### config.mk
export PLATFORM = sky130hd
export DESIGN_NAME = spart_rx_param
export DESIGN_NICKNAME = d
export VERILOG_FILES = /design/src/rtl/spart_rx_param.sv
export SDC_FILE = /design/constraint.sdc
export NUM_CORES = 1
export LEC_CHECK = 0
export CORE_UTILIZATION = 45
export DETAILED_ROUTE_END_ITERATION = 6
export GPL_ROUTABILITY_DRIVEN = 0
export PLACE_DENSITY = 0.66
export SYNTH_ARGS = -nofsm -noshare
export SYNTH_HDL_FRONTEND = slang
export SYNTH_SLANG_ARGS = --single-unit
### constraint.sdc
create_clock -name clk -period 2 [get_ports clk]
set_input_delay 0.5 -clock clk [delete_from_list [all_inputs] [get_ports clk]]
set_output_delay 0.5 -clock clk [all_outputs]
set_load 0.03 [all_outputs]
### src/rtl/spart_rx_param.sv
// Parametrised SPART serial receiver.
// rx is synchronised, then oversampled on brg_en. Each bit is decided by a
// 3-sample majority vote taken around mid-bit. Completed frames go into a
// small receive FIFO that the bus side drains with rd. Framing, parity and
// overrun errors are held in sticky flags until err_clr.
// dbg_state exposes the FSM state for observation.
module spart_rx_param #(
  parameter int DATA_W     = 8,
  parameter int OVS        = 16,
  parameter int FIFO_DEPTH = 4
) (
  input  logic                        clk,
  input  logic                        rst_n,
  input  logic                        rx,
  input  logic                        brg_en,
  input  logic                        parity_en,
  input  logic                        parity_odd,
  input  logic                        two_stop,
  input  logic                        rd,
  input  logic                        err_clr,
  output logic [DATA_W-1:0]           dout,
  output logic                        rda,
  output logic [$clog2(FIFO_DEPTH):0] fifo_count,
  output logic                        framing_err,
  output logic                        parity_err,
  output logic                        overrun,
  output logic [2:0]                  dbg_state
);

  localparam int AW = $clog2(FIFO_DEPTH);
  localparam int CW = AW + 1;
  localparam int TW = $clog2(OVS);
  localparam int BW = $clog2(DATA_W);

  localparam logic [TW-1:0] T_S0   = TW'(OVS/2 - 1);
  localparam logic [TW-1:0] T_S1   = TW'(OVS/2);
  localparam logic [TW-1:0] T_V    = TW'(OVS/2 + 1);
  localparam logic [TW-1:0] T_END  = TW'(OVS - 1);
  localparam logic [BW-1:0] B_LAST = BW'(DATA_W - 1);
  localparam logic [CW-1:0] C_FULL = CW'(FIFO_DEPTH);

  typedef enum logic [2:0] {
    IDLE, START, DATA, PARITY, STOP1, STOP2, WAIT_HIGH
  } state_t;

  state_t state, state_n;

  logic              rx_meta, rx_s;
  logic [TW-1:0]     tc;
  logic [BW-1:0]     bit_idx;
  logic [DATA_W-1:0] sh;
  logic              s0, s1;
  logic              cfg_pe, cfg_odd, cfg_two;
  logic              f_ferr, f_perr;
  logic              fin, frame_done;

  logic [DATA_W-1:0] mem [FIFO_DEPTH];
  logic [AW-1:0]     wr_ptr, rd_ptr;
  logic [CW-1:0]     count;

  logic vote, tick_v, tick_end, start_det;
  logic full, push, pop, ovr_set;

  assign vote      = (s0 & s1) | (s0 & rx_s) | (s1 & rx_s);
  assign tick_v    = brg_en && (tc == T_V);
  assign tick_end  = brg_en && (tc == T_END);
  assign start_det = (state == IDLE) && brg_en && !rx_s;

  // Two-flop synchroniser; idles high so reset does not look like a start bit.
  always_ff @(posedge clk or negedge rst_n) begin
    if (!rst_n) begin
      rx_meta <= 1'b1;
      rx_s    <= 1'b1;
    end else begin
      rx_meta <= rx;
      rx_s    <= rx_meta;
    end
  end

  // FSM state register.
  always_ff @(posedge clk or negedge rst_n) begin
    if (!rst_n) state <= IDLE;
    else        state <= state_n;
  end

  // Next-state logic; frame_done marks the vote tick of the last stop bit.
  always_comb begin
    state_n    = state;
    frame_done = 1'b0;
    case (state)
      IDLE:      if (start_det) state_n = START;
      START: begin
        if (tick_v && vote) state_n = IDLE;
        else if (tick_end)  state_n = DATA;
      end
      DATA:      if (tick_end && bit_idx == B_LAST) state_n = cfg_pe ? PARITY : STOP1;
      PARITY:    if (tick_end) state_n = STOP1;
      STOP1: begin
        if (fin)                      state_n = f_ferr ? WAIT_HIGH : IDLE;
        else if (!cfg_two && tick_v)  frame_done = 1'b1;
        else if (cfg_two && tick_end) state_n = STOP2;
      end
      STOP2: begin
        if (fin)         state_n = f_ferr ? WAIT_HIGH : IDLE;
        else if (tick_v) frame_done = 1'b1;
      end
      WAIT_HIGH: if (brg_en && rx_s) state_n = IDLE;
      default:   state_n = IDLE;
    endcase
  end

  // Tick counter, vote samples, shift register and per-frame error capture.
  always_ff @(posedge clk or negedge rst_n) begin
    if (!rst_n) begin
      tc      <= '0;
      bit_idx <= '0;
      sh      <= '0;
      s0      <= 1'b1;
      s1      <= 1'b1;
      cfg_pe  <= 1'b0;
      cfg_odd <= 1'b0;
      cfg_two <= 1'b0;
      f_ferr  <= 1'b0;
      f_perr  <= 1'b0;
      fin     <= 1'b0;
    end else begin
      fin <= frame_done;
      if (state == IDLE) begin
        tc <= '0;
        if (start_det) begin
          cfg_pe  <= parity_en;
          cfg_odd <= parity_odd;
          cfg_two <= two_stop;
          f_ferr  <= 1'b0;
          f_perr  <= 1'b0;
          bit_idx <= '0;
        end
      end else if (brg_en) begin
        tc <= (tc == T_END) ? '0 : tc + 1'b1;
        if (tc == T_S0) s0 <= rx_s;
        if (tc == T_S1) s1 <= rx_s;
        if (tc == T_V) begin
          case (state)
            DATA:        sh <= {vote, sh[DATA_W-1:1]};
            PARITY:      if ((^sh ^ vote) != cfg_odd) f_perr <= 1'b1;
            STOP1, STOP2: if (!vote) f_ferr <= 1'b1;
            default:     ;
          endcase
        end
        if (tc == T_END && state == DATA) bit_idx <= bit_idx + 1'b1;
      end
    end
  end

  assign full    = (count == C_FULL);
  assign rda     = (count != '0);
  assign pop     = rd && rda;
  assign push    = fin && (!full || rd);
  assign ovr_set = fin && full && !rd;

  // FIFO storage; contents need no reset because dout is gated by rda.
  always_ff @(posedge clk) begin
    if (push) mem[wr_ptr] <= sh;
  end

  // FIFO pointers, occupancy and sticky error flags (new error beats err_clr).
  always_ff @(posedge clk or negedge rst_n) begin
    if (!rst_n) begin
      wr_ptr      <= '0;
      rd_ptr      <= '0;
      count       <= '0;
      framing_err <= 1'b0;
      parity_err  <= 1'b0;
      overrun     <= 1'b0;
    end else begin
      if (push) wr_ptr <= wr_ptr + 1'b1;
      if (pop)  rd_ptr <= rd_ptr + 1'b1;
      case ({push, pop})
        2'b10:   count <= count + 1'b1;
        2'b01:   count <= count - 1'b1;
        default: count <= count;
      endcase
      framing_err <= (framing_err & ~err_clr) | (fin & f_ferr);
      parity_err  <= (parity_err  & ~err_clr) | (fin & f_perr);
      overrun     <= (overrun     & ~err_clr) | ovr_set;
    end
  end

  assign dout       = rda ? mem[rd_ptr] : '0;
  assign fifo_count = count;
  assign dbg_state  = state;

endmodule

==> metrics <==
outcome complete, but fails checks; failing checks setup timing; post-synthesis average cell area 13.8 sq um; Initial Utilization 47.0%; clock-pin transition on the worst setup and hold timing paths 90 ps; die span in x 86.5 um; Hold Path Class in2async; sequential share of power 42.5%; unrepaired setup endpoints after global routing true; Synth-to-Final Area Change 23.8%; global route overflow 0; Gate power share 32.6%; initial antenna violation count 0; P_sw 1510 uW; Total Power 4340 uW; largest net degree at the start of global routing 39; mean routed wirelength per cell 14.5 um; # IOs 27; Critical Path Start Type flop; Buf/Inv on CP 2; hpwl dp 3.76 mm; htree depth 3; Slew Viols, Final 0; critical path class reg2out; Final Core Density 58.2%; post-route ant nets 0; Setup-failing EPs final 8; CTS Sinks 70; Slowest Stage Delay on Critical Path 500 ps; Worst Path Max Fanout 5; Pwr per Cell Area 1090 nW/um^2; latest clock arrival within the worst-skew pair 350 ps; VDD IR-drop max 583 uV; min Tclk post-route 2160 ps; CTS tree done; Mapped Area 3210 sq um; vias 1940; Top delay family on crit path multiplexers; Hold Buf Count CTS 0; number of synthesized flops with an enable pin 32; Initial DRT Pass Iterations 4; share of layout cells above drive strength 1 33.9%; Setup crit end kind primary output; slowest CP cell mux4_2; Max Root-Sink Buffers 2; first-pass GRT wire length 9.52 mm; Layout Skew 11.8 ps; Seq/Total Area, Yosys 59.7%; sw frac 34.8%; Arr. time, crit path 1660 ps; Max-Cap Viols 0; Total Routing Usage GR 17.0%; Yosys reg bits 70; Main synth FF type dfrtp_1; Ant. Diodes 0; drt via density 5.04; core area 6830 sq um; Clk network pwr share 24.9%; Pleak 0.00163 uW; worst slew pin tran 501 ps; input/output buffers 26; Final period util 108%; CP Data Required Time 1500 ps; yosys warns 0; asr flop ratio synth 54.3%; synth unique cells 49; worst path cell trace buf_6, mux4_2, and2_4, buf_6; Starting DRT DRC Count 109; Root Buffer clkbuf_8; Post-Synthesis Cells 232; Die ar. 7480 sq um; fmax 464 MHz; fin worst setup slack -156 ps; Synth Net Count 252; Post-Route WL 5.57 mm; vias in the first global route 2007; Residual DRC 0; slew margin rel. 66.6%; Fin. Hold Viols 0; crit-path most repeated cell buf_6; nets@finish 304; clock buffer count from CTS 9; FP Rows 30; Die H 86.5 um; internal cell power 2830 uW; total negative slack -1110 ps
power by group through the flow:
stage	clock, uW	sequential [uW]	combinational [uW]
after global routing	1180	1870	1550
final	1080	1850	1410
after CTS	1110	1850	1480
after detailed placement	0	1870	1370
after floorplan	0	1910	920
after global placement	0	1860	1340
state kept, by name (all words and copies together) (netlist names), 2 cells and up:
| name | flops |
|---|---|
| dbg_state | 3 |
| bit_idx | 3 |
| sh | 8 |
| fifo_count | 3 |
| mem | 32 |
| tc | 4 |
| wr_ptr | 2 |
| rd_ptr | 2 |
kinds of logic (layout without fill, tap and decap cells):
kind of cell | Yosys count | after routing | synth area share, %
XOR/XNOR | 16 | 16 | 4.36
AND/OR/NAND/NOR | 59 | 59 | 11.1
adder cells (fa/ha/maj) | 12 | 12 | 4.87
flip-flops | 70 | 70 | 59.7
multiplexers | 24 | 24 | 11.1
AO/OA/AOI/OAI | 30 | 30 | 5.88
buffers and inverters | 21 | 78 | 3.00
per-stage QoR:
step                std cells  instance area, sq um  worst slack (ps)  hold WS, ps
floorplan                 232                  3260             -32.8          204
global placement          366                  3740              -422          348
detailed placement        366                  3740              -502          348
CTS                       386                  4020              -230          208
global route              385                  3980              -243          233
finish                    385                  3980              -156          202
layer usage:
metal / up-vias / GRT usage (%) / wire [um]
li1: 935 / - / -
met1: 972 / 20.5 / 2450
met5: - / 0 / 0
met2: 25 / 29.1 / 2890
met3: 8 / 3.81 / 135
met4: 0 / 8.03 / 89
worst register-to-register path, cell delays in order (launching register included):
cell and delay [ps]:
dfrtp_2 420, buf_6 130, nor4b_4 310, nor2b_2 80
inv_2 70, ha_4 130, inv_2 30, fa_2 320
xor2_1 140, nor2_1 120, xor2_1 140
cell usage after synthesis, drive strengths merged (2+ instances only):
cell type | n | area share, %
and2 | 13 | 2.5
xnor2 | 10 | 2.7
a31oi | 2 | 0.39
a22o | 3 | 0.82
nor2 | 8 | 1.0
a21oi | 5 | 0.78
nand2 | 15 | 1.8
edfxtp | 32 | 30
nor4b | 3 | 1.0
ha | 10 | 3.9
nand2b | 2 | 0.39
nand4 | 3 | 0.58
xor2 | 6 | 1.6
mux2 | 13 | 4.6
clkbuf | 3 | 0.35
mux2i | 3 | 0.93
a22oi | 2 | 0.62
nor2b | 4 | 0.78
buf | 5 | 1.1
dfstp | 4 | 3.3
mux4 | 8 | 5.6
dfrtp | 34 | 26
nor3 | 2 | 0.82
or3 | 2 | 0.39
o21ai | 13 | 2.0
inv | 13 | 1.5
path summary, 6_finish.rpt:
kind	slack, ps	depth (start not counted)	startpoint	endpoint
worst min-delay path	200	2	rst_n	cfg_pe$_DFFE_PN0P_
min in group clk	360	0	rx_meta$_DFF_PN1_	rx_s$_DFF_PN1_
max in group asynchronous	1430	2	rst_n	s1$_DFFE_PN1P_
worst max register to register	30	10	fifo_count[0]$_DFFE_PN0P_	fifo_count[2]$_DFFE_PN0P_
worst max-delay path	-160	4	rd_ptr[0]$_DFFE_PN0P_	dout[6]
worst min register to register	360	0	rx_meta$_DFF_PN1_	rx_s$_DFF_PN1_
area by class of cell:
cell class                 count  area [sq um]
sequential                    70          1920
tap                           96           120
timing repair buffer          49           442
clock buffer                   9           124
multi-input combinational    141          1260
fill                         571          2850
inverter                      13          48.8
clock inverter                 7          62.6
cells in the final DEF, fill, tap and decap left out, types with 2 or more instances in the layout:
| cell type | synthesis | routed |
|---|---|---|
| mux2_1 | 4 | 4 |
| buf_6 | 1 | 12 |
| ha_1 | 10 | 9 |
| inv_6 | 0 | 3 |
| xor2_1 | 6 | 6 |
| mux2_2 | 9 | 9 |
| dfstp_2 | 4 | 4 |
| dlygate4sd2_1 | 0 | 5 |
| nand2b_1 | 2 | 2 |
| xnor2_1 | 10 | 10 |
| a21oi_1 | 5 | 5 |
| and2_4 | 0 | 9 |
| buf_4 | 2 | 19 |
| mux4_2 | 8 | 8 |
| clkdlybuf4s50_1 | 0 | 11 |
| nor2_1 | 7 | 7 |
| nor2b_1 | 4 | 3 |
| inv_1 | 12 | 10 |
| clkbuf_8 | 0 | 9 |
| and2_1 | 13 | 4 |
| o21ai_0 | 9 | 8 |
| edfxtp_1 | 32 | 32 |
| mux2i_1 | 3 | 3 |
| a31oi_1 | 2 | 2 |
| clkinv_4 | 0 | 2 |
| nand2_1 | 15 | 15 |
| inv_2 | 1 | 3 |
| dfrtp_2 | 0 | 3 |
| a22o_1 | 3 | 3 |
| dfrtp_1 | 34 | 31 |
| o21ai_1 | 4 | 5 |
| nand4_1 | 3 | 3 |
| buf_2 | 2 | 2 |
what timing repair did:
item                                    in CTS  in global routing
cloned                                       1                  0
setup buffers                                3                  1
pin swaps                                   13                  2
gates resized for setup                     80                  1
endpoints found under the setup margin      15                  9
Power figures use the tool's default switching activity.
